--- src/rtl/spi_master_arb.sv ---
`timescale 1ns/1ps
`default_nettype none
// ============================================================================
// spi_master_arb -- two-requester round-robin arbiter driving a 64-bit
// write-only SPI master ({cmd, addr, data}, MSB first, mode 0).
// Rev 1.0
// ============================================================================
module spi_master_arb #(
  parameter int CLK_DIV = 4,
  parameter int CS_GAP  = 2
) (
  input  logic        clk,
  input  logic        rst_n,
  input  logic        valid0,
  input  logic        valid1,
  input  logic [7:0]  cmd0,
  input  logic [7:0]  cmd1,
  input  logic [23:0] addr0,
  input  logic [23:0] addr1,
  input  logic [31:0] data0,
  input  logic [31:0] data1,
  output logic        ready0,
  output logic        ready1,
  output logic        done0,
  output logic        done1,
  output logic        sck,
  output logic        cs,
  output logic        mosi,
  output logic        busy
);

  typedef enum logic [2:0] {
    S_IDLE = 3'd0,
    S_LEAD = 3'd1,
    S_HIGH = 3'd2,
    S_LOW  = 3'd3,
    S_GAP  = 3'd4
  } state_t;

  localparam logic [15:0] c_div_reload = 16'(CLK_DIV - 1);
  localparam logic [15:0] c_gap_reload = 16'(CS_GAP - 1);

  state_t      state_q, state_d;
  logic [15:0] cnt_q, cnt_d;
  logic [6:0]  bit_q, bit_d;
  logic [63:0] shreg_q, shreg_d;
  logic        owner_q, owner_d;
  logic        ptr_q, ptr_d;
  logic        done0_q, done0_d;
  logic        done1_q, done1_d;

  logic        w_idle;
  logic        w_grant;
  logic        w_accept;
  logic        w_cnt_zero;
  logic        w_in_frame;

  // With a single requester it wins outright; the pointer only breaks ties.
  assign w_idle     = (state_q == S_IDLE);
  assign w_grant    = (valid0 & valid1) ? ptr_q : valid1;
  assign w_accept   = w_idle & (valid0 | valid1);
  assign w_cnt_zero = (cnt_q == 16'd0);
  assign w_in_frame = (state_q == S_LEAD) | (state_q == S_HIGH) | (state_q == S_LOW);

  always_comb begin
    state_d = state_q;
    cnt_d   = w_cnt_zero ? cnt_q : cnt_q - 16'd1;
    bit_d   = bit_q;
    shreg_d = shreg_q;
    owner_d = owner_q;
    ptr_d   = ptr_q;
    done0_d = 1'b0;
    done1_d = 1'b0;
    case (state_q)
      S_IDLE: begin
        cnt_d = 16'd0;
        if (w_accept) begin
          state_d = S_LEAD;
          cnt_d   = c_div_reload;
          shreg_d = w_grant ? {cmd1, addr1, data1} : {cmd0, addr0, data0};
          owner_d = w_grant;
          ptr_d   = ~w_grant;
          bit_d   = 7'd0;
        end
      end
      S_LEAD: begin
        if (w_cnt_zero) begin
          state_d = S_HIGH;
          cnt_d   = c_div_reload;
        end
      end
      S_HIGH: begin
        // Shift on the falling edge so mosi only moves while sck is low.
        if (w_cnt_zero) begin
          state_d = S_LOW;
          cnt_d   = c_div_reload;
          shreg_d = {shreg_q[62:0], 1'b0};
        end
      end
      S_LOW: begin
        if (w_cnt_zero) begin
          if (bit_q == 7'd63) begin
            state_d = S_GAP;
            cnt_d   = c_gap_reload;
            bit_d   = 7'd0;
            done0_d = ~owner_q;
            done1_d = owner_q;
          end else begin
            state_d = S_HIGH;
            cnt_d   = c_div_reload;
            bit_d   = bit_q + 7'd1;
          end
        end
      end
      S_GAP: begin
        if (w_cnt_zero) begin
          state_d = S_IDLE;
          cnt_d   = 16'd0;
        end
      end
      default: begin
        state_d = S_IDLE;
        cnt_d   = 16'd0;
      end
    endcase
  end

  always_ff @(posedge clk or negedge rst_n) begin
    if (!rst_n) begin
      state_q <= S_IDLE;
      cnt_q   <= 16'd0;
      bit_q   <= 7'd0;
      shreg_q <= 64'd0;
      owner_q <= 1'b0;
      ptr_q   <= 1'b0;
      done0_q <= 1'b0;
      done1_q <= 1'b0;
    end else begin
      state_q <= state_d;
      cnt_q   <= cnt_d;
      bit_q   <= bit_d;
      shreg_q <= shreg_d;
      owner_q <= owner_d;
      ptr_q   <= ptr_d;
      done0_q <= done0_d;
      done1_q <= done1_d;
    end
  end

  assign ready0 = w_accept & ~w_grant;
  assign ready1 = w_accept & w_grant;
  assign done0  = done0_q;
  assign done1  = done1_q;
  assign sck    = (state_q == S_HIGH);
  assign cs     = ~w_in_frame;
  assign mosi   = w_in_frame & shreg_q[63];
  assign busy   = ~w_idle;

endmodule
`default_nettype wire

--- config.mk ---
export PLATFORM = sky130hd
export DESIGN_NAME = spi_master_arb
export DESIGN_NICKNAME = d
export VERILOG_FILES = /design/src/rtl/spi_master_arb.sv
export SDC_FILE = /design/constraint.sdc
export NUM_CORES = 1
export LEC_CHECK = 0
export ABC_CLOCK_PERIOD_IN_PS = 5200
export BUFFER_PORTS_ARGS = -buffer_cell sky130_fd_sc_hd__buf_2
export CAP_MARGIN = 25
export CORE_MARGIN = 3
export CORE_UTILIZATION = 30
export CTS_CLUSTER_DIAMETER = 100
export DETAILED_ROUTE_END_ITERATION = 12
export HOLD_SLACK_MARGIN = 0.03
export SYNTH_ARGS = -nofsm -noshare
export SYNTH_HDL_FRONTEND = slang
export SYNTH_SLANG_ARGS = --single-unit
--- constraint.sdc ---
create_clock -name clk -period 5.2 [get_ports clk]
set_input_delay 0.26 -clock clk [delete_from_list [all_inputs] [get_ports clk]]
set_output_delay 0.26 -clock clk [all_outputs]
set_load 0.01 [all_outputs]
Yosys cells after proc, flatten, opt, wreduce, memory -nomap -nowiden

Index checks and enable logic that the tools add are counted.
Widths: inputs -> output; s select.

Output and inout bits: 8
Register bits after elaboration: 94
Input bits: 132
Memory bits (writable): 0
ROM bits: 0
Memories kept: 0
Bits in latches: 0

Equal/unequal tests: 10
Bitwise gates (word level): 12
$lt $le $gt $ge: 0
Reduce and logical (&&, ||, !) cells: 9
$mul: 0
Divide/modulo/power cells: 0
Shift-type cells: 0
Muxes and demuxes: 28
$add $sub $neg: 2

Operators with widths:

| cell                  | number |
|---|---|
| $mux 64               | 3 |
| $pmux 64 s2           | 1 |
| $pmux 16 s4           | 1 |
| $mux 16               | 3 |
| $mux 7                | 3 |
| $mux 3                | 6 |
| $logic_not 16->1      | 1 |
| $sub 16x1->16 const B | 1 |
| $pmux 3 s5            | 1 |
| $pmux 7 s2            | 1 |
| $add 7x1->7 const B   | 1 |
| $eq 7x6->1 const B    | 1 |
| $mux 1                | 7 |
| $eq 3x2->1 const B    | 2 |
| $ne 2x2->1 const B    | 3 |
| $reduce_and 3->1      | 2 |
| $and 1x1->1           | 5 |
| $reduce_and 5->1      | 1 |
| $mux 2                | 2 |
| $ne 2x1->1 const B    | 2 |
| $not 1->1             | 4 |
| $reduce_bool 2->1     | 2 |
| $eq 3x1->1 const B    | 1 |
| $eq 3x3->1 const B    | 1 |
| other kinds (4)       | 6 |

Depth between registers and ports, before layout

Gate-level depths: netlist of the first run.

Depth after elaboration: 5
Gate-level depth with buffers: 9
Gate-level depth less buffers: 7

Worst setup path after synthesis of the first run

Ideal clock, no wire load.

Path kind: register to register
From: register cnt_q[3]
To: register cnt_q[10]
Cell stages (with the launch flop): 9
Required time: 5081 ps
Buffers on the path: 3
Setup slack: 3262 ps
Clock period less this slack: 1938 ps
Arrival: 1820 ps
Setup time: 119 ps
Cell sequence: dfrtp_1 -> or3_1 -> buf_2 -> nand4bb_4 -> or3_1 -> buf_6 -> o21ai_4 -> buf_6 -> nor2_1

Cells in the longest elaborated chain, start to end: 3
Elaborated cells between the ends (all ways): 6
Classes of those cells: add/sub: 1; mux: 4; reduce/logical: 1

Ends and longest elaborated chain:

| what                                              | RTL line | source |
|---|---|---|
| start: declaration                                | 44       | `logic [15:0] cnt_q, cnt_d;` |
| start signal: assignment                          | 140      | `cnt_q <= cnt_d;` |
| $sub 16x1->16 or $logic_not 16->1 (tied branches) | 67, 62   |  |
| $mux 16 (on tied branches)                        | n/a      |  |
| $pmux 16 s4 (*)                                   | 74       | `case (state_q)` |
| via cnt_d[10]                                     | 44       |  |

The timed path passes the listed nets; every way through them passes the cells marked *.
A chain may end at the register's enable or synchronous reset.

Final worst setup path of the first run

From: register state_q[2]
To: register shreg_q[16]

Cells in the longest elaborated chain, start to end: 4
Elaborated cells between the ends (all ways): 8
Classes of those cells: eq/ne: 3; mux: 1; bitwise: 1; reduce/logical: 3

Ends and longest elaborated chain:

| what                       | RTL line | source |
|---|---|---|
| start: declaration         | 43       | `state_t state_q, state_d;` |
| start signal: assignment   | 139      | `state_q <= state_d;` |
| $logic_not 3->1            | 59, 74   |  |
| $and 1x1->1                | 61       | `assign w_accept = w_idle & (valid0 \| valid1);` |
| $ne 2x1->1 (no line)       | n/a      |  |
| $reduce_and 3->1 (no line) | n/a      |  |
| end signal: assignment     | 142      | `shreg_q <= shreg_d;` |
| end: declaration           | 46       | `logic [63:0] shreg_q, shreg_d;` |

Several ways; a longest one is shown, not always the timed one.

==> results of run 1 <==
state kept, by name, indices dropped and copies added (netlist names):
| name | cells |
|---|---|
| shreg_q | 64 |
| cnt_q | 16 |
| bit_q | 7 |
| state_q | 3 |
| done0 | 1 |
| done1 | 1 |
| owner_q | 1 |
| ptr_q | 1 |
metal layers:
metal	track usage (%)	vias up	part of all wire, %
met1	17.09	1967	46
met2	21.20	123	47
met3	2.757	17	5.1
met5	0	-	0.11
met4	4.601	2	1.5
li1	-	2122	-
power by group through the flow:
stage                     combinational, mW  clock [mW]  sequential, mW
after floorplan                      0.0762           0           0.780
after global placement                0.154           0           0.783
after detailed placement              0.161           0           0.784
after CTS                             0.162       0.694           0.770
after global routing                  0.179       0.723           0.773
final                                 0.159       0.672           0.770
area by class of cell:
| type | instances | area, µm² |
|---|---|---|
| Fill cell | 1722 | 10310 |
| Multi-Input combinational cell | 380 | 2631 |
| Sequential cell | 94 | 2352 |
| Timing Repair Buffer | 146 | 805.8 |
| Tap cell | 220 | 275.3 |
| Clock buffer | 12 | 246.5 |
| Clock inverter | 4 | 55.05 |
| Inverter | 7 | 26.28 |
layout by cell type (no fill, tap or decap), types with 3 or more instances in the layout:
| master | Yosys | routed |
|---|---|---|
| a211oi_1 | 63 | 63 |
| a21o_1 | 64 | 64 |
| a21oi_1 | 7 | 6 |
| and3_1 | 3 | 3 |
| buf_2 | 9 | 138 |
| buf_4 | 1 | 4 |
| clkbuf_16 | 0 | 9 |
| dfrtp_1 | 94 | 94 |
| inv_1 | 7 | 7 |
| mux2i_1 | 65 | 65 |
| nand2_1 | 12 | 12 |
| nand2b_1 | 3 | 3 |
| nand3_1 | 7 | 6 |
| nor2_1 | 92 | 92 |
| nor3_1 | 8 | 8 |
| nor4_1 | 3 | 3 |
| o21ai_0 | 11 | 11 |
| o31ai_1 | 3 | 3 |
| or3_1 | 5 | 5 |
| xnor2_1 | 6 | 6 |
| xor2_1 | 5 | 5 |
through the flow:
stage               util (%)  area (µm²)  worst slack [ns]
finish                 38.28        6392             2.395
global route           38.28        6392             2.084
CTS                    38.11        6365             2.425
floorplan                  -        5151             3.262
detailed placement     36.25        6053             2.445
global placement       36.08        6026             2.515
critical path, cell delays in order (launching register included):
cell and delay, ns:
dfrtp_1 0.42, inv_1 0.13, nand3_4 0.41, inv_1 0.19, a21oi_4 0.81, buf_12 0.39
a211oi_1 0.09, a21o_1 0.19
repair_timing:
item / 4_1_cts / 5_1_grt
hold buffers: 1 / 0
gates resized for setup: 0 / 0
hold endpoints to repair: 8 / 0
buffers inserted: 0 / 0
cell families (layout without fill, tap and decap cells):
family / count (synthesis) / count (layout) / share of synthesized area [%]
AO/OA/AOI/OAI: 157 / 157 / 22.35
AND/OR/NAND/NOR: 145 / 145 / 13.07
flip-flops: 94 / 94 / 45.66
multiplexers: 65 / 65 / 12.63
buffers and inverters: 46 / 169 / 3.935
XOR/XNOR: 11 / 11 / 1.870
adder cells (fa/ha/maj): 2 / 2 / 0.4857
worst paths after layout:
path | start | slack, ns | cells past startpoint | endpoint
setup / recovery | state_q[2] | 2.40 | 7 | shreg_q[16]
hold / removal | rst_n | 0.28 | 2 | bit_q[0]
setup reg to reg | state_q[2] | 2.40 | 7 | shreg_q[16]
hold reg to reg | owner_q | 0.44 | 1 | done0
max in group asynchronous | rst_n | 4.00 | 4 | cnt_q[10]
min in group clk | data1[0] | 0.35 | 3 | shreg_q[0]
==> impl_metrics.toml, run 1 <==
[drt]
drtPass1Iterations = 4
drt_iter0_drc = 239
wire_per_inst_um = 13.65
drt-vias-per-instance = 4.903
num_vias = 4231
drcViolationCount = 0
wl_um = 11780
ant_nets = 0

[timing]
slew_violations = 0
period_needed_ns = 2.805
max_freq_ghz = 0.3565
skew_ns = 0.008843
tns_ns = 0
worst_slew_pin_slew_ns = 0.9739
finalSetupViolations = 0
post-route-period-util_pct = 53.94
hold_viol = 0
rsz0062_at_grt = "false"
finalHoldWorstSlack_ns = 0.2786
maxSlewHeadroom_pct = 34.93

[place]
hpwlAfterDp_um = 8523
gp_congestion = 0.7350
port_buffers = 139
dp.cells = 845

[clock_tree]
cts_tree = "yes"
insertion_delay_ns = 0.34
cts_sinks = 94
cts_root_buffer = "clkbuf_16"
cts.clk_slew.worst_paths_ns = 0.07
htreeDepth = 3
cts_buffers = 9
cts_buffer_depth = 2

[critical_path]
crit_required_ns = 5.43
start_kind = "flop"
worstPathMaxFanout = 88
worstSetupPathType = "reg -> reg"
endpoint_kind = "flop"
worstPathArrival_ns = 3.04

[synth]
synth.area.top_cells = "dfrtp_1 46%, mux2i_1 13%, a21o_1 9.3%"
syn_avg_cell_area_um2 = 9.906
netlist.area_leader.share_pct = 45.66
synth_top_flop_cell = "dfrtp_1"
syn_inst = 520
syn_area_um2 = 5151
synth_common_cells = "94 x dfrtp_1, 92 x nor2_1, 65 x mux2i_1"
yosys.area.top_type = "dfrtp_1"
ys_seq_elements = 94
synth_most_common_cell = "dfrtp_1"
synthArstFlopShare_pct = 100.0
synth-warning-count = 0
synth-edff-count = 0
ys_types = 41
syn_nets = 654
seq_area_frac_synth_pct = 45.66

[worst_hold_path]
hp-class = "in -> async"

[global_routing]
grt_pass1_vias = 4147
grt_usage_pct = 13.01
grt.overflow.total = 0
grt_pass1_wl_um = 19500
grt_max_degree = 89
antenna_found_initial = 1

[pwr]
p_per_area_nw_per_um2 = 250.5
p_leak_nw = 3.136
p_clk_share_pct = 42.0
switchingPower_uw = 369.3
p_seq_share_pct = 48.1
switching_share_pct = 23.06
p_total_mw = 1.601
combPwrFrac_pct = 9.9
p_int_mw = 1.232
ir_worst_vdd_v = 0.0001427

[cells_and_area]
drive_gt1_share_pct = 25.97
area_growth_pct = 24.10
fin_nets = 772
final_cells = 863
diodes = 0

[floorplan]
core_area_um2 = 16700
dieArea_um2 = 18780
die_width_um = 137.0
io_pins = 140
row_count = 47
die_y_um = 137.0
start_util_pct = 30.84

[status]
status = "completed"

[job]
max_cap_violations = 0
(Power assumes the default switching activity.)
==> run 2: changes to the inputs <==
--- a/config.mk
+++ b/config.mk
@@ -5,7 +5,7 @@
 export SDC_FILE = /design/constraint.sdc
 export NUM_CORES = 1
 export LEC_CHECK = 0
-export ABC_CLOCK_PERIOD_IN_PS = 5200
+export ABC_CLOCK_PERIOD_IN_PS = 2580
 export BUFFER_PORTS_ARGS = -buffer_cell sky130_fd_sc_hd__buf_2
 export CAP_MARGIN = 25
 export CORE_MARGIN = 3
==> constraint.sdc (replaced) <==
create_clock -name clk -period 2.58 [get_ports clk]
set_input_delay 0.129 -clock clk [delete_from_list [all_inputs] [get_ports clk]]
set_output_delay 0.129 -clock clk [all_outputs]
set_load 0.01 [all_outputs]
==> run 2 against run 1 <==
  * Wire length decreased by 0.37%
  * Largest power group unchanged
  * Die area unchanged
  * Cell count increased by 0.46%
  * Largest cell class unchanged
  * Clock-buffer cell count unchanged
  * Critical endpoint is now shreg_q[54]
  * Worst hold slack got worse by 0.11 ns
  * Critical path type unchanged
  * Sequential share of layout area decreased by 0.27 points
  * Highest routed layer is now met4
==> impl_metrics.toml, run 2 (synthesis results as in run 1) <==
[critical_path]
reg2reg_depth = 8
crit_required_ns = 2.81
reg2reg_to = "shreg_q[54]"
timing.rr.start = "cnt_q[0]"
r2r_slack_ns = 0.26
worstPathArrival_ns = 2.55
endpoint_kind = "flop"
start_kind = "flop"
worstSetupPathType = "reg -> reg"
worstPathMaxFanout = 25

[clock_tree]
cts_buffer_depth = 2
cts.clk_slew.worst_paths_ns = 0.06
ctsHoldBuffers = 1
cts_resized = 0
insertion_delay_ns = 0.34
cts_tree = "yes"
cts_sinks = 94
post_cts_buffers = 0
cts_root_buffer = "clkbuf_16"
cts_buffers = 9
htreeDepth = 3

[global_routing]
grt_use_met3_pct = 2.426
grt_pass1_wl_um = 19300
use_met2_pct = 20.14
grt_usage_pct = 12.83
grt-busiest-layer = "met2"
grt_pass1_vias = 4034
grt_use_met1_pct = 17.71
grt_max_degree = 98
antenna_found_initial = 0
grt.overflow.total = 0

[pwr]
ir_worst_vdd_v = 0.0003288
p_per_area_nw_per_um2 = 499.4
p_leak_nw = 3.174

[timing]
hold_viol = 0
finalSetupViolations = 0
tns_ns = 0
rsz0062_at_grt = "false"
post-route-period-util_pct = 89.96
maxSlewHeadroom_pct = 52.92
max_freq_ghz = 0.4309
worst_slew_pin_slew_ns = 0.7046
slew_violations = 0
period_needed_ns = 2.321
skew_ns = 0.008312
finalHoldWorstSlack_ns = 0.1719

[drt]
drtPass1Iterations = 4
drt_iter0_drc = 205
wire_per_inst_um = 13.53
num_vias = 4244
ant_nets = 0
drcViolationCount = 0
wl_um = 11730
drt-vias-per-instance = 4.895

[cells_and_area]
stdcell_area_um2 = 6440
layout_commonest_cell = "buf_2"
final_cells = 867
final_util_pct = 38.56
drive_gt1_share_pct = 26.58
diodes = 0
top_register = "shreg_q"
reg_top3 = "shreg_q (64), cnt_q (16), bit_q (7)"
largest_reg_flops = 64
fin_nets = 776
final_cell_mix = "138 x buf_2, 94 x dfrtp_1, 92 x nor2_1, 65 x mux2i_1, 64 x a21o_1"
area_growth_pct = 25.02

[floorplan]
core_area_um2 = 16700
io_pins = 140
die_width_um = 137.0
start_util_pct = 30.84
die_y_um = 137.0
row_count = 47
dieArea_um2 = 18780

[place]
placed_cell_area_um2 = 6128
port_buffers = 139
gp_congestion = 0.7682
dp.cells = 850
hpwlAfterDp_um = 8472

[status]
status = "completed"

[worst_hold_path]
holdPathStages = 3
min_to = "shreg_q[0]"
hp-class = "in -> reg"
hold_start = "data1[0]"

[job]
max_cap_violations = 0
run 2: how the worst max path moves through the flow:
stage                        to  cells past startpoint  slack (ns)      from
finish              shreg_q[54]                      8        0.26  cnt_q[0]
global route        shreg_q[54]                      8        0.04  cnt_q[0]
CTS                 shreg_q[54]                      8        0.23  cnt_q[0]
global placement    shreg_q[52]                      8        0.30  cnt_q[0]
detailed placement  shreg_q[54]                      8        0.23  cnt_q[0]
floorplan             cnt_q[10]                      8        0.64  cnt_q[3]
run 2: critical path, cell delays in order, from the launching register on:
cell and delay [ns]:
dfrtp_1 0.38, inv_1 0.06, ha_1 0.21, nor4b_1 0.14
and4_1 0.24, a21oi_4 0.59, buf_4 0.34, a211oi_1 0.07
a21o_1 0.18
run 2: metrics by stage:
stage | total power [mW] | worst slack [ns]
6_report | 3.216 | 0.2591
3_3_place_gp | 1.888 | 0.2952
4_1_cts | 3.270 | 0.2308
2_1_floorplan | 1.726 | 0.6416
5_1_grt | 3.363 | 0.04240
3_5_place_dp | 1.902 | 0.2321
run 2: cell type report:
type / count / area, µm²
clock buffers: 12 / 256.5
multi-input cells: 380 / 2631
well taps: 220 / 275.3
clock inverters: 4 / 45.04
inverters: 7 / 26.28
repair buffers: 150 / 853.3
fillers: 1686 / 10260
flip-flops and latches: 94 / 2352
run 2: metal layers:
| layer | part of all wire, % | up-vias |
|---|---|---|
| met5 | 0 | - |
| met1 | 46 | 2002 |
| met2 | 48 | 103 |
| met4 | 1.7 | 0 |
| met3 | 4.3 | 14 |
| li1 | - | 2125 |
run 2: power breakdown:
group / internal [mW] / switching (mW) / total [mW]
sequential: 1.52 / 0.0293 / 1.55
combinational: 0.170 / 0.144 / 0.314
clock: 0.799 / 0.549 / 1.35
==> run 3: changes to the inputs <==
--- a/config.mk
+++ b/config.mk
@@ -13,6 +13,7 @@
 export CTS_CLUSTER_DIAMETER = 100
 export DETAILED_ROUTE_END_ITERATION = 12
 export HOLD_SLACK_MARGIN = 0.03
+export PLACE_DENSITY = 0.61
 export SYNTH_ARGS = -nofsm -noshare
 export SYNTH_HDL_FRONTEND = slang
 export SYNTH_SLANG_ARGS = --single-unit
==> run 3 against run 2 <==
  * Sequential power about the same
  * Sequential cell count stayed put
  * Critical path type unchanged
  * Fmax up 4.4%
  * Combinational power rose by 4%
==> impl_metrics.toml, run 3 (synthesis results as in run 1) <==
[critical_path]
crit_buf_inv = 1
cp_cell_sequence = "or3_1 -> nor2_1 -> a21oi_4 -> buf_6 -> a211oi_1 -> a21o_1"
crit_slowest_cell = "dfrtp_1"
r2r_slack_ns = 0.36
crit_path_max_incr_delay_ns = 0.48
crit_family = "simple AND/OR/NAND/NOR gates"
timing.rr.start = "state_q[1]"
crit_required_ns = 2.86
reg2reg_depth = 6
worstSetupPathType = "reg -> reg"
worstPathArrival_ns = 2.50
start_kind = "flop"
endpoint_kind = "flop"
reg2reg_to = "shreg_q[34]"
worstPathMaxFanout = 94

[global_routing]
grt_use_met3_pct = 3.346
grt_use_met1_pct = 18.17
grt_pass1_wl_um = 20010
grt_pass1_vias = 4127
antenna_found_initial = 0
grt.overflow.total = 0
grt_max_degree = 127
grt_usage_pct = 13.31
use_met2_pct = 21.20
grt-busiest-layer = "met2"

[pwr]
switchingPower_uw = 718.2
p_per_area_nw_per_um2 = 480.5
switching_share_pct = 23.36
p_leak_nw = 3.151
p_int_mw = 2.356
combPwrFrac_pct = 10.7
p_seq_share_pct = 50.5
p_clk_share_pct = 38.8
ir_worst_vdd_v = 0.0003331
p_total_mw = 3.074

[place]
placed_cell_area_um2 = 6123
hpwlAfterDp_um = 8826
gp_congestion = 0.7879
port_buffers = 139
dp.cells = 852
pre_cts_ws_ns = 0.1911

[cells_and_area]
stdcell_area_um2 = 6397
final_cell_mix = "138 x buf_2, 94 x dfrtp_1, 92 x nor2_1, 65 x mux2i_1, 64 x a21o_1"
drive_gt1_share_pct = 26.50
largest_reg_flops = 64
fillCellCount = 1690
reg_top3 = "shreg_q (64), cnt_q (16), bit_q (7)"
final_util_pct = 38.31
diodes = 0
area_growth_pct = 24.19
layout_commonest_cell = "buf_2"
final_cells = 869
top_register = "shreg_q"
fin_nets = 778

[floorplan]
row_count = 47
io_pins = 140
dieArea_um2 = 18780
die_y_um = 137.0
start_util_pct = 30.84
die_width_um = 137.0
core_area_um2 = 16700

[job]
max_cap_violations = 0

[clock_tree]
htreeDepth = 3
cts_sinks = 94
cts_root_buffer = "clkbuf_16"
cts_buffers = 9
insertion_delay_ns = 0.34
cts_buffer_depth = 2
cts_tree = "yes"
cts.clk_slew.worst_paths_ns = 0.06

[timing]
period_needed_ns = 2.223
max_freq_ghz = 0.4498
hold_viol = 0
maxSlewHeadroom_pct = 57.34
finalHoldWorstSlack_ns = 0.1611
finalWorstSetupSlack_ns = 0.3567
rsz0062_at_grt = "false"
finalSetupViolations = 0
worst_slew_pin_slew_ns = 0.6399
tns_ns = 0
skew_ns = 0.008204
slew_violations = 0
post-route-period-util_pct = 86.17

[worst_hold_path]
hp-class = "in -> reg"
hold_start = "data1[0]"
min_to = "shreg_q[0]"
holdPathStages = 3

[drt]
drtPass1Iterations = 4
wire_per_inst_um = 13.85
drt_iter0_drc = 136
drcViolationCount = 0
wl_um = 12040
ant_nets = 0
drt-vias-per-instance = 4.872
num_vias = 4234

[status]
status = "completed"
[run 3: cell count changes in the layout (fill, tap and decap cells not counted), sizes merged]
cell	previous run	this run
buf	149	151
bufinv	1	0
clkinv	3	4
[run 3: how the worst max path moves through the flow]
stage                     from           to  slack (ns)  depth (start not counted)
detailed placement    cnt_q[0]  shreg_q[47]        0.19                          8
global route          cnt_q[0]   shreg_q[8]        0.19                          8
floorplan             cnt_q[3]    cnt_q[10]        0.64                          8
CTS                   cnt_q[0]  shreg_q[47]        0.19                          8
global placement      cnt_q[0]  shreg_q[37]        0.31                          8
finish              state_q[1]  shreg_q[34]        0.36                          6
[run 3: repair_timing]
item / 4_1_cts / 5_1_grt
hold buffers: 1 / 0
setup endpoints to repair: 0 / 10
setup buffers: 0 / 0
endpoints found under the hold margin: 40 / 0
gates resized for setup: 0 / 1
[run 3: power by group through the flow]
stage          logic [mW]  registers [mW]  clock network [mW]
2_1_floorplan       0.154            1.57                   0
3_3_place_gp        0.328            1.58                   0
3_5_place_dp        0.338            1.58                   0
4_1_cts             0.339            1.55                1.24
6_report            0.328            1.55                1.19
5_1_grt             0.368            1.56                1.32
[run 3: final cells by class]
cell class	instances	area (µm²)	area share, %
clock inverter	4	23.77	0.3716
clock buffer	12	236.5	3.696
tap	220	275.3	4.303
timing repair buffer	152	852.1	13.32
inverter	7	26.28	0.4107
sequential	94	2352	36.77
multi-input combinational	380	2631	41.13
[run 3: worst min-delay path, stage by stage]
cell,delay (ns)
buf_2,0.07
mux2i_1,0.07
o31ai_1,0.19
[run 3: metal layers]
layer	vias to the layer above	share of wire (%)
met5	-	0
met4	0	0.99
met3	8	5.2
met2	114	49
met1	1986	45
li1	2126	-
